$ cat config.mk
export PLATFORM = sky130hd
export DESIGN_NAME = mod_exp
export DESIGN_NICKNAME = d
export VERILOG_FILES = /design/src/rtl/mod_exp.sv
export SDC_FILE = /design/constraint.sdc
export NUM_CORES = 1
export LEC_CHECK = 0
export ABC_AREA = 1
export BUFFER_PORTS_ARGS = -buffer_cell sky130_fd_sc_hd__buf_2
export CORE_MARGIN = 2
export CORE_UTILIZATION = 63
export CTS_BUF_LIST = sky130_fd_sc_hd__clkbuf_8
export DETAILED_ROUTE_END_ITERATION = 8
export PLACE_DENSITY_LB_ADDON = 0.25
export SYNTH_ARGS = -nofsm -noshare
export SYNTH_HDL_FRONTEND = slang
export SYNTH_SLANG_ARGS = --single-unit
$ cat constraint.sdc
create_clock -name clk -period 5.48 [get_ports clk]
set_clock_uncertainty 0.05 [all_clocks]
set_input_delay 0.822 -clock clk [delete_from_list [all_inputs] [get_ports clk]]
set_output_delay 0.822 -clock clk [all_outputs]
set_load 0.02 [all_outputs]
$ cat src/rtl/mod_exp.sv
// Sequential modular exponentiator (right-to-left square-and-multiply over a
// bit-serial interleaved modular multiplier). Define MOD_EXP_CONST_TIME_EN for constant latency.
module mod_exp #(
    parameter int W = 16
) (
    input  logic         clk,
    input  logic         rst_n,
    input  logic         start,
    input  logic [W-1:0] base,
    input  logic [W-1:0] exp,
    input  logic [W-1:0] modulus,
    output logic [W-1:0] result,
    output logic         busy,
    output logic         finish,
    output logic         err
);

    localparam int CW = (W > 1) ? $clog2(W) : 1;

    localparam logic [2:0] S_IDLE = 3'd0;
    localparam logic [2:0] S_LOAD = 3'd1;
    localparam logic [2:0] S_MUL  = 3'd2;
    localparam logic [2:0] S_SQR  = 3'd3;
    localparam logic [2:0] S_DONE = 3'd4;

    logic [2:0]    state_q, state_d;
    logic [W-1:0]  r_q, r_d;
    logic [W-1:0]  b_q, b_d;
    logic [W-1:0]  e_q, e_d;
    logic [W-1:0]  n_q, n_d;
    logic [W-1:0]  p_q, p_d;
    logic [CW-1:0] cnt_q, cnt_d;
    logic [CW-1:0] bit_q, bit_d;
    logic [W-1:0]  result_q, result_d;
    logic          err_q, err_d;
`ifdef MOD_EXP_CONST_TIME_EN
    logic [W-1:0]  dummy_q, dummy_d;
`endif

    logic [W-1:0]  x_op;
    logic [CW-1:0] x_idx;
    logic          x_bit;
    logic [W:0]    n_ext;
    logic [W:0]    p_dbl;
    logic [W:0]    p_red1;
    logic [W:0]    p_add;
    logic [W:0]    p_red2;
    logic [W-1:0]  prod;
    logic          mul_last;
    logic [CW-1:0] bit_next;
    logic          first_mul;
    logic          next_mul;

    // One interleaved step: P = 2P mod n, then P = P + Y mod n when the X bit is set.
    // Y is always B (R*B or B*B), so only the scanned operand changes with the phase.
    always_comb begin
        x_op     = (state_q == S_SQR) ? b_q : r_q;
        x_idx    = CW'(W - 1) - cnt_q;
        x_bit    = x_op[x_idx];
        n_ext    = {1'b0, n_q};
        p_dbl    = {p_q, 1'b0};
        p_red1   = (p_dbl >= n_ext) ? (p_dbl - n_ext) : p_dbl;
        p_add    = p_red1 + {1'b0, b_q};
        p_red2   = x_bit ? ((p_add >= n_ext) ? (p_add - n_ext) : p_add) : p_red1;
        prod     = p_red2[W-1:0];
        mul_last = (cnt_q == CW'(W - 1));
        bit_next = bit_q + CW'(1);
`ifdef MOD_EXP_CONST_TIME_EN
        first_mul = 1'b1;
        next_mul  = 1'b1;
`else
        first_mul = e_q[0];
        next_mul  = e_q[bit_next];
`endif
    end

    always_comb begin
        state_d  = state_q;
        r_d      = r_q;
        b_d      = b_q;
        e_d      = e_q;
        n_d      = n_q;
        p_d      = p_q;
        cnt_d    = cnt_q;
        bit_d    = bit_q;
        result_d = result_q;
        err_d    = err_q;
`ifdef MOD_EXP_CONST_TIME_EN
        dummy_d  = dummy_q;
`endif
        case (state_q)
            S_IDLE: begin
                if (start) begin
                    b_d      = base;
                    e_d      = exp;
                    n_d      = modulus;
                    result_d = '0;
                    err_d    = 1'b0;
                    state_d  = S_LOAD;
                end
            end
            S_LOAD: begin
                if ((n_q == '0) || (b_q >= n_q)) begin
                    err_d    = 1'b1;
                    result_d = '0;
                    state_d  = S_DONE;
                end else begin
                    r_d     = (n_q == W'(1)) ? '0 : W'(1);
                    p_d     = '0;
                    cnt_d   = '0;
                    bit_d   = '0;
                    state_d = first_mul ? S_MUL : S_SQR;
                end
            end
            S_MUL: begin
                p_d   = prod;
                cnt_d = cnt_q + CW'(1);
                if (mul_last) begin
                    p_d     = '0;
                    cnt_d   = '0;
                    state_d = S_SQR;
`ifdef MOD_EXP_CONST_TIME_EN
                    if (e_q[bit_q]) begin
                        r_d = prod;
                    end else begin
                        dummy_d = prod;
                    end
`else
                    r_d = prod;
`endif
                end
            end
            S_SQR: begin
                p_d   = prod;
                cnt_d = cnt_q + CW'(1);
                if (mul_last) begin
                    p_d   = '0;
                    cnt_d = '0;
                    b_d   = prod;
                    if (bit_q == CW'(W - 1)) begin
                        result_d = r_q;
                        state_d  = S_DONE;
                    end else begin
                        bit_d   = bit_next;
                        state_d = next_mul ? S_MUL : S_SQR;
                    end
                end
            end
            S_DONE: begin
                state_d = S_IDLE;
            end
            default: begin
                state_d = S_IDLE;
            end
        endcase
    end

    always_ff @(posedge clk or negedge rst_n) begin
        if (!rst_n) begin
            state_q  <= S_IDLE;
            r_q      <= '0;
            b_q      <= '0;
            e_q      <= '0;
            n_q      <= '0;
            p_q      <= '0;
            cnt_q    <= '0;
            bit_q    <= '0;
            result_q <= '0;
            err_q    <= 1'b0;
`ifdef MOD_EXP_CONST_TIME_EN
            dummy_q  <= '0;
`endif
        end else begin
            state_q  <= state_d;
            r_q      <= r_d;
            b_q      <= b_d;
            e_q      <= e_d;
            n_q      <= n_d;
            p_q      <= p_d;
            cnt_q    <= cnt_d;
            bit_q    <= bit_d;
            result_q <= result_d;
            err_q    <= err_d;
`ifdef MOD_EXP_CONST_TIME_EN
            dummy_q  <= dummy_d;
`endif
        end
    end

    assign result = result_q;
    assign err    = err_q;
    assign finish = (state_q == S_DONE);
    assign busy   = (state_q == S_MUL) || (state_q == S_SQR);

endmodule
==> metrics.txt <==
# TYPE chip_impl_metric gauge
chip_impl_metric{name="grt_pass1_wl",unit="mm"} 43.7
chip_impl_metric{name="count_of_standard_cell_rows",unit=""} 43
chip_impl_info{name="top_post_synthesis_cells_by_area",value="sky130_fd_sc_hd__dfrtp_1 31%, sky130_fd_sc_hd__nand2_1 20%, sky130_fd_sc_hd__ha_1 9.5%, sky130_fd_sc_hd__nand3_1 6.1%, sky130_fd_sc_hd__inv_1 5.9%"} 1
chip_impl_metric{name="timing.critical_path.required",unit="ns"} 5.76
chip_impl_metric{name="finalMaxSlewViolations",unit=""} 0
chip_impl_metric{name="die_width",unit="um"} 123
chip_impl_info{name="critPathKind",value="flip-flop to flip-flop"} 1
chip_impl_metric{name="wl",unit="mm"} 28.5
chip_impl_metric{name="synth_seq_cells",unit=""} 108
chip_impl_metric{name="global_route.usage.total",unit=""} 0.382
chip_impl_metric{name="fin_nets",unit=""} 1580
chip_impl_metric{name="placement.io_buffers",unit=""} 69
chip_impl_metric{name="worst-slew-pin-transition",unit="ns"} 1.27
chip_impl_metric{name="detailedPlacementHpwl",unit="mm"} 21.4
chip_impl_metric{name="cts-root-to-sink-buffers",unit=""} 2
chip_impl_metric{name="dieArea",unit="sq mm"} 0.0150
chip_impl_metric{name="fin_crit",unit="ns"} 5.29
chip_impl_metric{name="finalWorstSetupSlack",unit="ns"} 0.191
chip_impl_info{name="layout_common_cells",value="463 x sky130_fd_sc_hd__nand2_1, 137 x sky130_fd_sc_hd__inv_1, 107 x sky130_fd_sc_hd__nor2_1"} 1
chip_impl_info{name="synth_top_cell_by_area",value="sky130_fd_sc_hd__dfrtp_1"} 1
chip_impl_metric{name="netlist.area_leader.share",unit=""} 0.305
chip_impl_metric{name="routed-via-count",unit=""} 9559
chip_impl_info{name="commonest_non_fill_non_tap_cell_in_the_layout",value="sky130_fd_sc_hd__nand2_1"} 1
chip_impl_metric{name="slew-limit-headroom",unit=""} 0.147
chip_impl_metric{name="std_cell_core_area",unit="sq mm"} 0.0138
chip_impl_metric{name="synthesis.area_per_instance",unit="sq um"} 6.63
chip_impl_metric{name="initial_core_util",unit=""} 0.640
chip_impl_metric{name="drt_first_iter_violations",unit=""} 932
chip_impl_metric{name="final-hold-violation-count",unit=""} 0
chip_impl_metric{name="drt.antenna.violating_nets",unit=""} 0
chip_impl_metric{name="detail_routed_net_length_per_standard_cell",unit="um"} 17.4
chip_impl_metric{name="floorplan.die.height",unit="um"} 123
chip_impl_metric{name="first_pass_iters",unit=""} 7
chip_impl_metric{name="async_flop_share",unit=""} 1.00
chip_impl_metric{name="synth.distinct_cells",unit=""} 42
chip_impl_metric{name="critical_path_peak_fanout",unit=""} 10
chip_impl_metric{name="clock_insertion_delay_worst_skew",unit="ns"} 0.42
chip_impl_info{name="critPathMostFrequentCell",value="sky130_fd_sc_hd__nand2_1"} 1
chip_impl_metric{name="gp_congestion",unit=""} 1.05
chip_impl_metric{name="drv_cap",unit=""} 0
chip_impl_info{name="synth_flop_cell",value="sky130_fd_sc_hd__dfrtp_1"} 1
chip_impl_metric{name="fillCellCount",unit=""} 1123
chip_impl_metric{name="finalSetupViolations",unit=""} 0
chip_impl_metric{name="yosysWarningCount",unit=""} 0
chip_impl_metric{name="antenna_cells",unit=""} 0
chip_impl_info{name="cts_root_buf",value="sky130_fd_sc_hd__clkbuf_8"} 1
chip_impl_metric{name="grt.overflow.total",unit=""} 0
chip_impl_metric{name="floorplan.io_pins",unit=""} 70
chip_impl_metric{name="edff_count_synth",unit=""} 0
chip_impl_info{name="run_status",value="finished clean"} 1
chip_impl_metric{name="clk_transition_reported_paths",unit="ns"} 0.13
chip_impl_metric{name="worst_ep_arrival_time",unit="ns"} 5.57
chip_impl_metric{name="post_synth_instance_area",unit="sq mm"} 0.00885
chip_impl_metric{name="synth_cells",unit=""} 1336
chip_impl_metric{name="post-route-drc-count",unit=""} 0
chip_impl_metric{name="pre_cts_ws",unit="ns"} -0.00980
chip_impl_info{name="crit_path_top_delay_cell",value="sky130_fd_sc_hd__dfrtp_1"} 1
chip_impl_metric{name="fin_setup_tns",unit="ns"} 0
chip_impl_metric{name="number_of_antenna_violations_at_the_first_check_in_global_routing",unit=""} 0
chip_impl_metric{name="largest_net_degree_at_the_start_of_global_routing",unit=""} 78
chip_impl_info{name="setup.worst_path.end_class",value="flip-flop"} 1
chip_impl_metric{name="maxClockFrequency",unit="MHz"} 189
chip_impl_metric{name="grt_pass1_vias",unit=""} 8520
chip_impl_info{name="hp-class",value="flip-flop to flip-flop"} 1
chip_impl_metric{name="fin_crit_sh",unit=""} 0.965
chip_impl_metric{name="area_growth_syn_to_layout",unit="%"} 17.9
chip_impl_metric{name="synth_seq_area_share",unit=""} 0.305
chip_impl_metric{name="numCtsBuffers",unit=""} 9
chip_impl_metric{name="synth.net_count",unit=""} 1457
chip_impl_metric{name="cts-htree-levels",unit=""} 3
chip_impl_metric{name="worst_path_largest_cell_delay",unit="ns"} 0.39
chip_impl_metric{name="cts_hold_buf",unit=""} 0
chip_impl_metric{name="layout-drive-gt1-share",unit=""} 0.179
chip_impl_info{name="tritoncts_clock_tree",value="built"} 1
chip_impl_metric{name="routed_via_density",unit=""} 5.81
chip_impl_metric{name="clock_sink_count",unit=""} 108
chip_impl_info{name="crit_path_start_kind",value="flip-flop"} 1
==> timing repair <==
item                       in CTS  in global routing
setup endpoints to repair      37                 48
gates resized for setup         9                 68
pin swaps                       1                  7
buffers inserted                0                 13
cloned                          0                  1
==> path summary, 6_finish.rpt <==
kind                         endpoint  slack (ns)  cells after the start     from
max                           r_q[10]        0.19                     35   n_q[8]
min                           e_q[11]        0.43                      2  e_q[11]
max reg2reg                   r_q[10]        0.19                     35   n_q[8]
min reg2reg                   e_q[11]        0.43                      2  e_q[11]
max in group asynchronous      p_q[9]        3.86                      2    rst_n
min in group asynchronous  result[13]        0.49                      1    rst_n
==> logic make-up (layout without fill, tap and decap cells) <==
kind of cell             Yosys count  count (layout)  synth area share
adder cells (fa/ha/maj)           70              70             0.101
multiplexers                       2               2           0.00226
flip-flops                       108             108             0.305
XOR/XNOR                          33              33            0.0326
AND/OR/NAND/NOR                  772             773             0.369
buffers and inverters            185             312            0.0858
AO/OA/AOI/OAI                    166             166             0.104
==> cell usage after synthesis (4+ instances only) <==
cell and instances:
sky130_fd_sc_hd__nand2_1 472, sky130_fd_sc_hd__inv_1 140, sky130_fd_sc_hd__nor2_1 114, sky130_fd_sc_hd__dfrtp_1 108
sky130_fd_sc_hd__nand3_1 108, sky130_fd_sc_hd__ha_1 67, sky130_fd_sc_hd__o21ai_0 67, sky130_fd_sc_hd__a21oi_1 53
sky130_fd_sc_hd__nand4_1 24, sky130_fd_sc_hd__xor2_1 21, sky130_fd_sc_hd__clkbuf_1 18, sky130_fd_sc_hd__buf_2 13
sky130_fd_sc_hd__nand2_2 13, sky130_fd_sc_hd__nor3_1 13, sky130_fd_sc_hd__o21ai_1 12, sky130_fd_sc_hd__xnor2_1 12
sky130_fd_sc_hd__o21bai_1 10, sky130_fd_sc_hd__buf_6 6, sky130_fd_sc_hd__inv_2 6, sky130_fd_sc_hd__o211ai_1 6
sky130_fd_sc_hd__o22ai_1 6, sky130_fd_sc_hd__nand2_4 4, sky130_fd_sc_hd__nand3_2 4, sky130_fd_sc_hd__nand3b_1 4
sky130_fd_sc_hd__or2_1 4
==> metrics by stage <==
step | instances | util | area (sq um) | hold slack (ns)
after floorplan | 1336 | - | 8850 | 0.387
after detailed placement | 1614 | 0.704 | 9730 | 0.408
after global placement | 1614 | 0.704 | 9730 | 0.403
after global routing | 1644 | 0.755 | 10400 | 0.465
after CTS | 1630 | 0.722 | 9990 | 0.437
final | 1644 | 0.755 | 10400 | 0.432
==> sequential cells by signal, summed over array words and instances (netlist names), 3 cells and up <==
register	cells
cnt_q	4
b_q	16
r_q	16
n_q	16
bit_q	4
e_q	16
state_q	3
result	16
p_q	16
==> area by class of cell <==
cell class                      instances  area, sq um  share of cell area
Multi-Input combinational cell       1044         5790               0.555
Sequential cell                       108         2710               0.259
Timing Repair Buffer                  150          960              0.0919
Inverter                              146          552              0.0528
Tap cell                              180          225              0.0216
Clock buffer                            9          124              0.0119
Clock inverter                          7         83.8             0.00803
==> routing by layer <==
metal,global-route usage,vias up,routed length [um],part of all wire
met5,0,-,0,0
met4,0.170,0,1390,0.049
met3,0.112,105,3030,0.11
met2,0.568,496,12500,0.44
met1,0.514,4402,11700,0.41
li1,-,4556,-,-
==> worst max-delay path, delay by kind of cell (launching register included) <==
kind	cells	cell delay (ns)
buffers and inverters	7	0.78
AOI/OAI and AO/OA	5	0.97
and+or+nand+nor	20	2.14
adders and majority gates	3	0.85
DFF	1	0.39
Power is not shown: default switching activity piles up to over one toggle a cycle in this logic, so the estimate is an artifact.
